File: config.mk
export PLATFORM = sky130hd
export DESIGN_NAME = spu_ln_ctrl
export DESIGN_NICKNAME = d
export VERILOG_FILES = /design/src/rtl/spu_ln_pkg.sv /design/src/rtl/spu_ln_dly_pipe.sv /design/src/rtl/spu_ln_ctrl.sv
export SDC_FILE = /design/constraint.sdc
export NUM_CORES = 1
export LEC_CHECK = 0
export CAP_MARGIN = 20
export CORE_MARGIN = 5
export CORE_UTILIZATION = 54
export CTS_CLUSTER_SIZE = 14
export DETAILED_ROUTE_END_ITERATION = 8
export GPL_ROUTABILITY_DRIVEN = 0
export PLACE_DENSITY = 0.85
export SLEW_MARGIN = 10
export SYNTH_ARGS = -nofsm -noshare
export SYNTH_HDL_FRONTEND = slang
export SYNTH_SLANG_ARGS = --single-unit
File: constraint.sdc
create_clock -name core_clk -period 4.09 [get_ports core_clk]
set_input_delay 0.818 -clock core_clk [delete_from_list [all_inputs] [get_ports core_clk]]
set_output_delay 0.818 -clock core_clk [all_outputs]
set_load 0.02 [all_outputs]
File: src/rtl/spu_ln_pkg.sv
// Shared SPU layernorm encodings: datapath state codes and buffer sizing used by
// both the sequencer and spu_ln_block.
package spu_ln_pkg;

  typedef logic [2:0] ln_state_t;

  localparam ln_state_t LN_IDLE      = 3'b000;
  localparam ln_state_t LN_SUM_COUNT = 3'b001;
  localparam ln_state_t LN_SUM_DIV   = 3'b011;
  localparam ln_state_t LN_SQRT      = 3'b100;
  localparam ln_state_t LN_OUT       = 3'b110;

  // Row capacity in int8 elements (512 words x 4)
  localparam int OPLENGTH = 2048;

endpackage

File: src/rtl/spu_ln_dly_pipe.sv
// Fixed-depth valid+address shift register matching the buffer read latency.
// A synchronous flush kills every in-flight entry.
module spu_ln_dly_pipe #(
  parameter int DEPTH  = 1,
  parameter int ADDR_W = 11
) (
  input  logic              core_clk,
  input  logic              rst_n,
  input  logic              flush,
  input  logic              in_vld,
  input  logic [ADDR_W-1:0] in_addr,
  output logic              out_vld,
  output logic [ADDR_W-1:0] out_addr
);

  logic [DEPTH-1:0]  vld_p;
  logic [ADDR_W-1:0] addr_p [DEPTH];

  always_ff @(posedge core_clk or negedge rst_n) begin
    if (!rst_n) begin
      vld_p <= '0;
      for (int i = 0; i < DEPTH; i++) addr_p[i] <= '0;
    end else if (flush) begin
      vld_p <= '0;
      for (int i = 0; i < DEPTH; i++) addr_p[i] <= '0;
    end else begin
      vld_p[0]  <= in_vld;
      addr_p[0] <= in_addr;
      for (int i = 1; i < DEPTH; i++) begin
        vld_p[i]  <= vld_p[i-1];
        addr_p[i] <= addr_p[i-1];
      end
    end
  end

  assign out_vld  = vld_p[DEPTH-1];
  assign out_addr = addr_p[DEPTH-1];

endmodule

File: src/rtl/spu_ln_ctrl.sv
// Two-pass layernorm sequencer: streams a buffer row through the accumulators,
// steps SUM_DIV and SQRT, then re-streams the row and writes normalized words back.
module spu_ln_ctrl
  import spu_ln_pkg::*;
#(
  parameter int ADDR_W       = 11,
  parameter int LEN_W        = 10,
  parameter int RD_LAT       = 1,
  parameter int SQRT_TIMEOUT = 255
) (
  input  logic              core_clk,
  input  logic              rst_n,
  input  logic              start,
  input  logic              abort,
  input  logic [LEN_W-1:0]  cfg_len,
  input  logic [ADDR_W-1:0] cfg_rd_base,
  input  logic [ADDR_W-1:0] cfg_wr_base,
  input  logic [6:0]        cfg_div_m,
  input  logic [4:0]        cfg_div_e,
  input  logic [3:0]        cfg_shift_out,
  output logic [2:0]        ln_state,
  output logic              sum_div_cnt,
  output logic [7:0]        sqrt_cnt,
  output logic              sum_en,
  output logic [6:0]        ln_div_m,
  output logic [4:0]        ln_div_e,
  output logic [3:0]        ln_shift_output,
  input  logic              sum_div_finish,
  input  logic              sqrt_reci_finish,
  output logic              buf_rd_en,
  output logic [ADDR_W-1:0] buf_rd_addr,
  output logic              buf_wr_en,
  output logic [ADDR_W-1:0] buf_wr_addr,
  output logic              busy,
  output logic              done,
  output logic              err
);

  // Low 3 bits are the datapath code; bit 3 marks the latency drain of a pass
  localparam logic [3:0] S_IDLE      = {1'b0, LN_IDLE};
  localparam logic [3:0] S_SUM_RD    = {1'b0, LN_SUM_COUNT};
  localparam logic [3:0] S_SUM_DRAIN = {1'b1, LN_SUM_COUNT};
  localparam logic [3:0] S_SUM_DIV   = {1'b0, LN_SUM_DIV};
  localparam logic [3:0] S_SQRT      = {1'b0, LN_SQRT};
  localparam logic [3:0] S_OUT_RD    = {1'b0, LN_OUT};
  localparam logic [3:0] S_OUT_DRAIN = {1'b1, LN_OUT};

  localparam logic [LEN_W:0] IDX_ONE = {{LEN_W{1'b0}}, 1'b1};

  function automatic logic [7:0] sat_inc8(input logic [7:0] v);
    return (v == 8'hFF) ? v : v + 8'd1;
  endfunction

  logic [3:0]        state, state_nxt;
  logic [LEN_W:0]    idx;
  logic [1:0]        dcnt;
  logic [LEN_W-1:0]  len_q;
  logic [ADDR_W-1:0] rd_base_q, wr_base_q;
  logic              start_ok, start_zero, rd_issue, idx_last, dcnt_last;
  logic              sqrt_tmo, sqrt_abandon, sum_pass, out_pass;
  logic              pipe_vld;
  logic [ADDR_W-1:0] pipe_addr;
  logic              sdf_unused;

  // The datapath finishes its divide in fixed time; the strobe is informational only
  assign sdf_unused = sum_div_finish;

  assign start_ok     = (state == S_IDLE) && start && !abort && (cfg_len != '0);
  assign start_zero   = (state == S_IDLE) && start && !abort && (cfg_len == '0);
  assign sum_pass     = (state[2:0] == LN_SUM_COUNT);
  assign out_pass     = (state[2:0] == LN_OUT);
  assign rd_issue     = !state[3] && (sum_pass || out_pass);
  assign idx_last     = (idx + IDX_ONE) == {1'b0, len_q};
  assign dcnt_last    = (dcnt == 2'(RD_LAT - 1));
  assign sqrt_tmo     = (sqrt_cnt >= 8'(SQRT_TIMEOUT));
  assign sqrt_abandon = (state == S_SQRT) && !abort && !sqrt_reci_finish && sqrt_tmo;

  always_comb begin
    state_nxt = state;
    if (abort) begin
      state_nxt = S_IDLE;
    end else begin
      case (state)
        S_IDLE:      if (start_ok) state_nxt = S_SUM_RD;
        S_SUM_RD:    if (idx_last) state_nxt = S_SUM_DRAIN;
        S_SUM_DRAIN: if (dcnt_last) state_nxt = S_SUM_DIV;
        S_SUM_DIV:   if (sum_div_cnt) state_nxt = S_SQRT;
        S_SQRT: begin
          if (sqrt_reci_finish)  state_nxt = S_OUT_RD;
          else if (sqrt_tmo)     state_nxt = S_IDLE;
        end
        S_OUT_RD:    if (idx_last) state_nxt = S_OUT_DRAIN;
        S_OUT_DRAIN: if (dcnt_last) state_nxt = S_IDLE;
        default:     state_nxt = S_IDLE;
      endcase
    end
  end

  always_ff @(posedge core_clk or negedge rst_n) begin
    if (!rst_n) begin
      state           <= S_IDLE;
      idx             <= '0;
      dcnt            <= '0;
      sum_div_cnt     <= 1'b0;
      sqrt_cnt        <= '0;
      done            <= 1'b0;
      err             <= 1'b0;
      len_q           <= '0;
      rd_base_q       <= '0;
      wr_base_q       <= '0;
      ln_div_m        <= '0;
      ln_div_e        <= '0;
      ln_shift_output <= '0;
    end else begin
      state       <= state_nxt;
      idx         <= (rd_issue && !idx_last && !abort) ? idx + IDX_ONE : '0;
      dcnt        <= (state[3] && !dcnt_last && !abort) ? dcnt + 2'd1 : 2'd0;
      sum_div_cnt <= (state == S_SUM_DIV) && !sum_div_cnt && !abort;
      sqrt_cnt    <= (state == S_SQRT && state_nxt == S_SQRT) ? sat_inc8(sqrt_cnt) : '0;
      done        <= ((state == S_OUT_DRAIN) && dcnt_last && !abort) || start_zero;
      if (start_ok) begin
        err             <= 1'b0;
        len_q           <= cfg_len;
        rd_base_q       <= cfg_rd_base;
        wr_base_q       <= cfg_wr_base;
        ln_div_m        <= cfg_div_m;
        ln_div_e        <= cfg_div_e;
        ln_shift_output <= cfg_shift_out;
      end else if (start_zero || sqrt_abandon) begin
        err <= 1'b1;
      end
    end
  end

  // Read issue -> data valid: the pipe carries the matching write-back address
  spu_ln_dly_pipe #(
    .DEPTH  (RD_LAT),
    .ADDR_W (ADDR_W)
  ) u_dly_pipe (
    .core_clk (core_clk),
    .rst_n    (rst_n),
    .flush    (abort),
    .in_vld   (rd_issue),
    .in_addr  (wr_base_q + ADDR_W'(idx)),
    .out_vld  (pipe_vld),
    .out_addr (pipe_addr)
  );

  assign ln_state    = state[2:0];
  assign busy        = (state != S_IDLE);
  assign buf_rd_en   = rd_issue;
  assign buf_rd_addr = rd_base_q + ADDR_W'(idx);
  assign sum_en      = pipe_vld && sum_pass;
  assign buf_wr_en   = pipe_vld && out_pass && !abort;
  assign buf_wr_addr = pipe_addr;

endmodule
==> flow_summary.json <==
{
  "status": "finished, final reports clean",
  "wire_per_inst_um": 16.7,
  "setup_viol": 0,
  "synth_edf_count": 0,
  "crit_path_end_kind": "primary output",
  "finalClockSkew_ns": 0.00663,
  "min_path_type": "input pin to asynchronous set/reset pin",
  "syn_area_per_cell_um2": 10.7,
  "min_period_ns": 3.79,
  "path_max_fanout": 8,
  "final_core_util_pct": 71.4,
  "row_count": 34,
  "cts_inserted_buffers": 9,
  "cp.arrival_ns": 2.98,
  "cts_tree": "built",
  "relSlewSlack_pct": 59.3,
  "firstDrtPassIters": 4,
  "grt_use_total_pct": 20.9,
  "maxCapViolations": 0,
  "io_buffers": 108,
  "drive_above_1_share_pct": 13.5,
  "cts_hold_buf": 0,
  "ys.flop_type": "dfrtp_1",
  "ys_ff_latch": 88,
  "wirelength_um": 11100,
  "topRoutingLayerUsed": "met4",
  "grt_pass1_wl_um": 18700,
  "nFillCells": 633,
  "async_flop_share_pct": 100,
  "grt_antenna_before_repair": 0,
  "fin_ws_ns": 0.297,
  "drt_iter0_markers": 170,
  "path_clk_slew_ns": 0.09,
  "core-area_um2": 8640,
  "area_delta_synth_final_pct": 30.0,
  "hold_violations": 0,
  "synthesis.area_um2": 4740,
  "p_total_mw": 2.31,
  "htree_levels": 3,
  "met2WireLength_um": 5740,
  "cts.sinks": 88,
  "drc": 0,
  "rsz0062_at_grt": "false",
  "io_pins": 110,
  "vdd_drop_max_mv": 0.193,
  "synth_nets": 523,
  "dp_slack_ns": 0.581,
  "ant_nets": 0,
  "grt_max_degree": 89,
  "max_slew.worst_pin.slew_ns": 0.608,
  "max_freq_ghz": 0.264,
  "cts.path.max_buffers": 2,
  "leakage_nw": 2.71,
  "initial_core_util_pct": 54.9,
  "drt-met1-wl_um": 4380,
  "vias": 3727,
  "dieArea_um2": 10800,
  "dpl.hpwl_um": 8080,
  "clock_tree.root_cell": "clkbuf_8",
  "route.met3.wl_um": 688,
  "cp-start-kind": "flop",
  "grt_overflow_total": 0,
  "clock_latency_ns": 0.36,
  "post-route-period-util_pct": 92.7,
  "nNetsFinal": 630,
  "fin_tns_setup_ns": 0,
  "stdcell_count": 663,
  "via_per_inst": 5.62,
  "n_antenna_cell": 0,
  "ys_types": 53,
  "synthCells": 444,
  "synth_warnings": 0,
  "required_ns": 3.27,
  "die_w_um": 104,
  "worstSetupPathType": "flop to primary output",
  "synth.yosys.seq_area_share_pct": 46.5,
  "dp_cells": 647,
  "maxSlewViolCount": 0,
  "die_h_um": 104,
  "powerDensity_nw_per_um2": 374,
  "first_global_vias": 3898
}
[timing repair]
action / CTS / global route
gates resized for setup: 0 / 1
hold endpoints to repair: 0 / 0
buffers inserted: 0 / 0
endpoints found under the setup margin: 0 / 1
[synth_stat cells, drive strengths merged, types with 10 or more instances]
library cell   n  share of area [%]
xor2          20                3.7
dfrtp         88                 46
mux2          40                9.5
buf           10                1.4
nand2         40                3.2
ha            23                6.1
a21oi         14                1.5
o21ai         14                1.5
nor3          10                1.1
nor2          47                3.8
inv           13                1.0
nand3         14                1.5
xnor2         17                3.1
[worst max-delay path, cell delays in order (launching register included)]
cell and delay (ns):
dfrtp_1 0.52, ha_1 0.35, a21oi_1 0.23, o21a_1 0.18
o21ai_0 0.13, a31o_2 0.25, a21oi_1 0.18, xnor2_1 0.15
clkdlybuf4s50_1 0.63
[per-layer routing]
| layer | up-vias | track usage (%) |
|---|---|---|
| met5 | - | 0 |
| met4 | 0 | 8.88 |
| met2 | 124 | 35.6 |
| li1 | 1762 | - |
| met3 | 27 | 5.41 |
| met1 | 1814 | 25.1 |
[layout by cell type (no fill, tap or decap), drive strengths merged, types with 8 or more instances in the layout]
master	count
clkdlybuf4s50	106
dfrtp	88
nor2	47
mux2	40
nand2	40
ha	23
xor2	20
xnor2	17
o21ai	14
a21oi	14
nand3	14
inv	13
nor3	10
clkbuf	10
buf	8
[layout make-up]
type                            count  area (um^2)  share of cell area [%]
Multi-Input combinational cell    324         2390                    38.8
Sequential cell                    88         2200                    35.7
Timing Repair Buffer              115         1170                    18.9
Clock buffer                       10          138                    2.23
Tap cell                          108          135                    2.19
Clock inverter                      5         81.3                    1.32
Inverter                           13         48.8                   0.792
[worst paths after layout]
kind,depth (start not counted),to,startpoint,slack [ns]
max in group asynchronous,2,sqrt_cnt[1],rst_n,3.09
setup / recovery,8,buf_rd_addr[9],idx[1],0.30
hold / removal,1,rd_base_q[7],rst_n,0.38
hold reg to reg,1,dcnt[0],dcnt[0],0.44
setup reg to reg,9,u_dly_pipe.out_addr[10],idx[0],1.43
min in group core_clk,1,dcnt[0],dcnt[0],0.44
[report_power, final]
group	switching, mW	internal, mW	total, mW	leakage, nW
Clock	0.313	0.358	0.670	0.108
Combinational	0.279	0.318	0.597	1.49
Sequential	0.0672	0.973	1.04	1.11
Total	0.659	1.65	2.31	2.71
[flip-flops by register name (all words and copies together), names as in the netlist]
register	flops
dcnt	2
done	1
err	1
idx	11
len_q	10
ln_div_e	5
ln_div_m	7
ln_shift_output	4
rd_base_q	11
sqrt_cnt	8
state	4
sum_div_cnt	1
u_dly_pipe.out_addr	11
u_dly_pipe.out_vld	1
wr_base_q	11
[stage by stage]
stage               area, um^2  hold WS, ns
detailed placement        5910        0.433
finish                    6160        0.379
CTS                       6130        0.444
global route              6160        0.397
floorplan                 4740        0.412
global placement          5910        0.422
[logic make-up after synthesis]
| family | synth area share, % |
|---|---|
| and+or+nand+nor | 16.6 |
| AOI/OAI and AO/OA | 9.18 |
| muxes | 10.3 |
| DFF | 46.5 |
| buffers and inverters | 3.17 |
| adders and majority gates | 6.91 |
| xor gates and xnor gates | 7.31 |
Note: power is estimated with default switching activity, not from simulation.
==> patch 1 (config.mk and constraints unchanged) <==
Change the parameter `RD_LAT` from 1 to 2.
--- a/src/rtl/spu_ln_ctrl.sv
+++ b/src/rtl/spu_ln_ctrl.sv
@@ -5,7 +5,7 @@
 #(
   parameter int ADDR_W       = 11,
   parameter int LEN_W        = 10,
-  parameter int RD_LAT       = 1,
+  parameter int RD_LAT       = 2,
   parameter int SQRT_TIMEOUT = 255
 ) (
   input  logic              core_clk,
Formal check against the unedited RTL: not equivalent (a bounded check fails within 4 cycles, from zero or initial values and one cycle with rst_n low).
==> patch 1 against the original RTL <==
Register-to-register slack improved by 40 ps; synthesized area increased by 8.9%; total power increased by 5.6%; design area increased by 5.0%; count of clock-buffer cells in the layout decreased by 1; worst setup slack got worse by 17 ps; sequential cell count increased by 12; wire length increased by 1.3%; die area increased by 8.0%; global-route usage decreased by 0.95 points; critical path type unchanged.
==> patch 1: results (changes against the original RTL) <==
run_status:
  status: "complete, no violations"
placement:
  place_hpwl_mm: 8.368  # +3.6%
  place_inst: 677  # +4.6%
  dp_slack_ps: 436.7  # -143.9 ps
  postPlaceCellArea_um2: 6248  # +5.7%
critical_path:
  critical_path_class: "flop to output pin"
  crit_end: "buf_rd_addr[9]"
  crit_path_max_incr_delay_ps: 620
  reg2reg_to: "u_dly_pipe.addr_p[20]"
  cp_data_arrival_time_ps: 2990  # about the same
  ff2ff_path_depth: 7  # -2
  crit_fanout: 7  # -1
  timing.rr.start: "idx[1]"
  r2r_setup_slack_ps: 1470  # +40 ps
yosys:
  synth.area.top_cells: "dfrtp_1, mux2_2, ha_1"
  ys_types: 57  # +7.5%
  synth_fp_nets: 548  # +4.8%
  syn_avg_cell_area_um2: 11.01  # +3.1%
  yosysSeqAreaShare_pct: 48.46  # +2.0 points
  synthTopCellsByCount: "dfrtp_1, mux2_2, nor2_1, nand2_1, ha_1"
  async_reset_ff_share_pct: 100.0  # unchanged
global_routing:
  grt_pass1_wl_mm: 18.26  # -2.2%
  grt_pass1_vias: 3862  # -0.92%
  met1_usage_pct: 22.90  # -2.2 points
  gr-usage-met3_pct: 4.199  # -1.2 points
  antenna_found_initial: 0  # unchanged
  grt_use_total_pct: 19.99  # -0.95 points
  use_met2_pct: 35.66  # +0.047 points
  grt_start_max_net_pins: 78  # -12%
routing:
  met1_length_mm: 4.458  # +1.8%
  drtIter0Drc: 176  # +3.5%
  drt-total-wl_mm: 11.24  # +1.3%
  viasPerCell: 5.535  # -1.5%
  met2_wirelength_mm: 6.009  # +4.7%
  route.met3.wl_um: 469  # -32%
power_and_ir_drop:
  power_frac_seq_pct: 48.3  # +3.2 points
  cellLeakagePower_nw: 2.824  # +4.1%
  seq_cell_power_mw: 1.18  # +13%
  combPwrFrac_pct: 25.1  # -0.8 points
  swShare_pct: 29.32  # +0.78 points
clock_network:
  root_buffer: "clkbuf_8"
  insertion_delay_ps: 360  # about the same
timing:
  hold_slack_ps: 435.7  # +56.25 ps
  slew-limit-headroom_pct: 36.60  # -23 points
  skew_ps: 7.468  # +0.8414 ps
  fmaxAchievable_ghz: 0.2624  # -0.45%
worst_hold_path:
  hp-class: "flop to flop"
final_layout:
  layoutNonFillerInstCount: 693  # +4.5%
  fillerInstances: 714  # +13%
  drive_above_1_share_pct: 12.94  # -0.57 points
  nNetsFinal: 638  # +1.3%
[patch 1: cell types whose count changed in the layout (fill, tap and decap cells not counted), moves of 4 or more]
cell      change
nor3_1        +8
o21a_1        -5
nand2_1      -14
dfrtp_1      +10
nand2b_1      +4
nor2_1       -12
nand3_1       -4
nor2b_1      +12
[patch 1: logic make-up after synthesis]
group	share of synthesized area (%)
AND/OR/NAND/NOR	16.94
flip-flops	48.46
AO/OA/AOI/OAI	7.657
multiplexers	9.765
buffers and inverters	4.458
XOR/XNOR	6.373
adder cells (fa/ha/maj)	6.349
[patch 1: area by class of cell]
cell class              instances  area, um^2  area share, %
flip-flops and latches        100        2505          38.72
multi-input cells             327        2440          37.72
repair buffers                111        1116          17.25
well taps                     129       161.4          2.495
clock buffers                   9       123.9          1.915
clock inverters                 7       85.08          1.315
inverters                      10       37.54         0.5803
[patch 1: what timing repair did]
action | 4_1_cts | 5_1_grt
endpoints found under the setup margin | 1 | 1
resized for setup | 1 | 3
endpoints found under the hold margin | 0 | 0
==> patch 2 (config.mk and constraints unchanged) <==
Without the edit above. Register the input `cfg_div_m` before use, without a reset. The logic sees it one clock later. The other inputs are not delayed to match.
--- a/src/rtl/spu_ln_ctrl.sv
+++ b/src/rtl/spu_ln_ctrl.sv
@@ -46,6 +46,12 @@
   localparam logic [3:0] S_OUT_DRAIN = {1'b1, LN_OUT};
 
   localparam logic [LEN_W:0] IDX_ONE = {{LEN_W{1'b0}}, 1'b1};
+
+  logic [6:0] cfg_div_m_q;
+
+  always_ff @(posedge core_clk) begin
+    cfg_div_m_q <= cfg_div_m;
+  end
 
   function automatic logic [7:0] sat_inc8(input logic [7:0] v);
     return (v == 8'hFF) ? v : v + 8'd1;
@@ -123,7 +129,7 @@
         len_q           <= cfg_len;
         rd_base_q       <= cfg_rd_base;
         wr_base_q       <= cfg_wr_base;
-        ln_div_m        <= cfg_div_m;
+        ln_div_m        <= cfg_div_m_q;
         ln_div_e        <= cfg_div_e;
         ln_shift_output <= cfg_shift_out;
       end else if (start_zero || sqrt_abandon) begin
Check against the original RTL: not equivalent (a bounded check fails within 4 cycles, from zero or initial values and one cycle with rst_n low).
==> patch 2 against the original RTL <==
Total power up 2.2%; synthesized area grew 3.8%; wire length up 6.5%; via count up 5.3%; non-clock buffer count decreased by 2; final cell count is 1.7% higher; sequential cell count rose by 7; design area increased by 1.9%; critical path depth decreased by 1; largest cell class unchanged; critical path type unchanged; worst setup slack improved by 14 ps.
==> patch 2: results (changes against the original RTL) <==
worst_hold_path:
  hp-class: "input port to asynchronous set/reset pin"
final_layout:
  drive_above_1_share_pct: 12.90  # -0.62 points
  fillerInstances: 642  # +1.4%
  nNetsFinal: 640  # +1.6%
yosys:
  ys_types: 61  # +15%
  synthCells: 459  # +3.4%
  synthTopCellsByCount: "dfrtp_1, mux2_2, nor2_1, nand2_1, ha_1"
  synth_fp_nets: 538  # +2.9%
  synth.area.top_cells: "dfrtp_1, mux2_2, ha_1"
  async_reset_ff_share_pct: 92.63  # -7.4 points
  yosysSeqAreaShare_pct: 47.61  # +1.2 points
placement:
  io_buffers: 108  # unchanged
  dp_slack_ps: 557.0  # -23.60 ps
  place_hpwl_mm: 8.669  # +7.3%
  place_inst: 658  # +1.7%
global_routing:
  gr-usage-met3_pct: 6.846  # +1.4 points
  grt_use_total_pct: 22.10  # +1.2 points
  grt_pass1_wl_mm: 19.97  # +6.9%
  use_met2_pct: 37.61  # +2.0 points
  antenna_found_initial: 0  # unchanged
  grt_pass1_vias: 4143  # +6.3%
  grt_start_max_net_pins: 89  # unchanged
  met1_usage_pct: 27.33  # +2.2 points
timing:
  skew_ps: 9.978  # +3.352 ps
  tightest_slew_ps: 849.9  # +241.7 ps
routing:
  vias: 3924  # +5.3%
  drtIter0Drc: 148  # -13%
  viasPerCell: 5.822  # +3.6%
  drtPass1Iterations: 5  # +1
  routedWlPerCell_um: 17.53  # +4.8%
critical_path:
  cp_data_arrival_time_ps: 2960  # -20 ps
  crit_fanout: 10  # +2
  r2r_setup_slack_ps: 1300  # -130 ps
  ff2ff_path_depth: 6  # -3
  reg2reg_to: "idx[5]"
  timing.rr.start: "idx[4]"
power_and_ir_drop:
  vdd_drop_max_mv: 0.2543  # +31%
  cellLeakagePower_nw: 2.693  # -0.75%
  p_switching_mw: 0.7040  # +6.9%
clock_network:
  root_buffer: "clkbuf_8"
  insertion_delay_ps: 370
  cts_buffers: 9  # unchanged
  post_cts_buffers: 0  # unchanged
run_status:
  status: "complete, no violations"
patch 2: cell types whose count changed after synthesis, moves of 4 or more:
cell / delta
nor2_1: -8
dfxtp_1: +7
buf_2: +6
nand2_1: -5
nor3_1: +5
clkbuf_1: -4
patch 2: critical path, stage by stage (launching register included):
cell             delay [ps]
dfrtp_1                 630
ha_1                    340
or2_2                   310
o31a_1                  130
a31o_2                  250
a21oi_1                 170
xnor2_1                 150
clkdlybuf4s50_1         630
patch 2: layout make-up:
type	count	area, um^2	share of cell area, %
repair buffers	113	1135	18.07
clock inverters	7	78.83	1.255
well taps	108	135.1	2.152
inverters	13	48.80	0.7770
clock buffers	9	123.9	1.973
flip-flops and latches	95	2345	37.34
multi-input cells	329	2414	38.43
patch 2: worst max-delay path by stage:
| stage | startpoint | to | slack (ps) | cells past startpoint |
|---|---|---|---|---|
| 4_1_cts | idx[1] | buf_rd_addr[10] | 130 | 9 |
| 6_report | idx[6] | buf_rd_addr[9] | 310 | 7 |
| 3_5_place_dp | idx[1] | buf_rd_addr[10] | 560 | 9 |
| 3_3_place_gp | idx[2] | buf_rd_addr[10] | 540 | 8 |
| 5_1_grt | idx[4] | buf_rd_addr[9] | 200 | 7 |
| 2_1_floorplan | idx[0] | buf_rd_addr[10] | 1010 | 9 |
patch 2: logic make-up (layout without fill, tap and decap cells):
logic type                 Yosys count  count (layout)  share of synthesized area, %
AOI/OAI and AO/OA                   67              67                         9.665
buffers and inverters               35             142                         3.383
DFF                                 95              95                         47.61
and+or+nand+nor                    160             160                         16.91
muxes                               41              41                         9.359
xor gates and xnor gates            36              36                         6.409
adders and majority gates           25              25                         6.663
patch 2: timing repair:
| action | CTS | global route |
|---|---|---|
| gates resized for setup | 0 | 3 |
| hold endpoints to repair | 0 | 0 |
| hold buffers | 0 | 0 |
| endpoints found under the setup margin | 0 | 1 |
patch 2: metal layers:
layer / part of all wire, % / vias to the layer above / wire length (um)
met5: 0 / - / 0
met4: 1.5 / 0 / 174
met3: 6.5 / 21 / 772
met2: 50 / 154 / 5905
met1: 42 / 1901 / 4963
li1: - / 1848 / -
patch 2: metrics by stage:
stage               power [mW]  hold WS [ps]  cell area, um^2
finish                   2.358         463.1             6280
global route             2.482         492.3             6280
CTS                      2.380         475.5             6271
detailed placement       1.740         449.0             6068
global placement         1.710         444.2             6068
floorplan                1.455         440.1             4920
patch 2: power by group through the flow:
stage               combinational, mW  clock [mW]  sequential, mW
CTS                             0.608       0.655            1.12
floorplan                       0.278           0            1.18
detailed placement              0.604           0            1.14
global placement                0.582           0            1.13
global route                    0.652       0.700            1.13
finish                          0.603       0.638            1.12
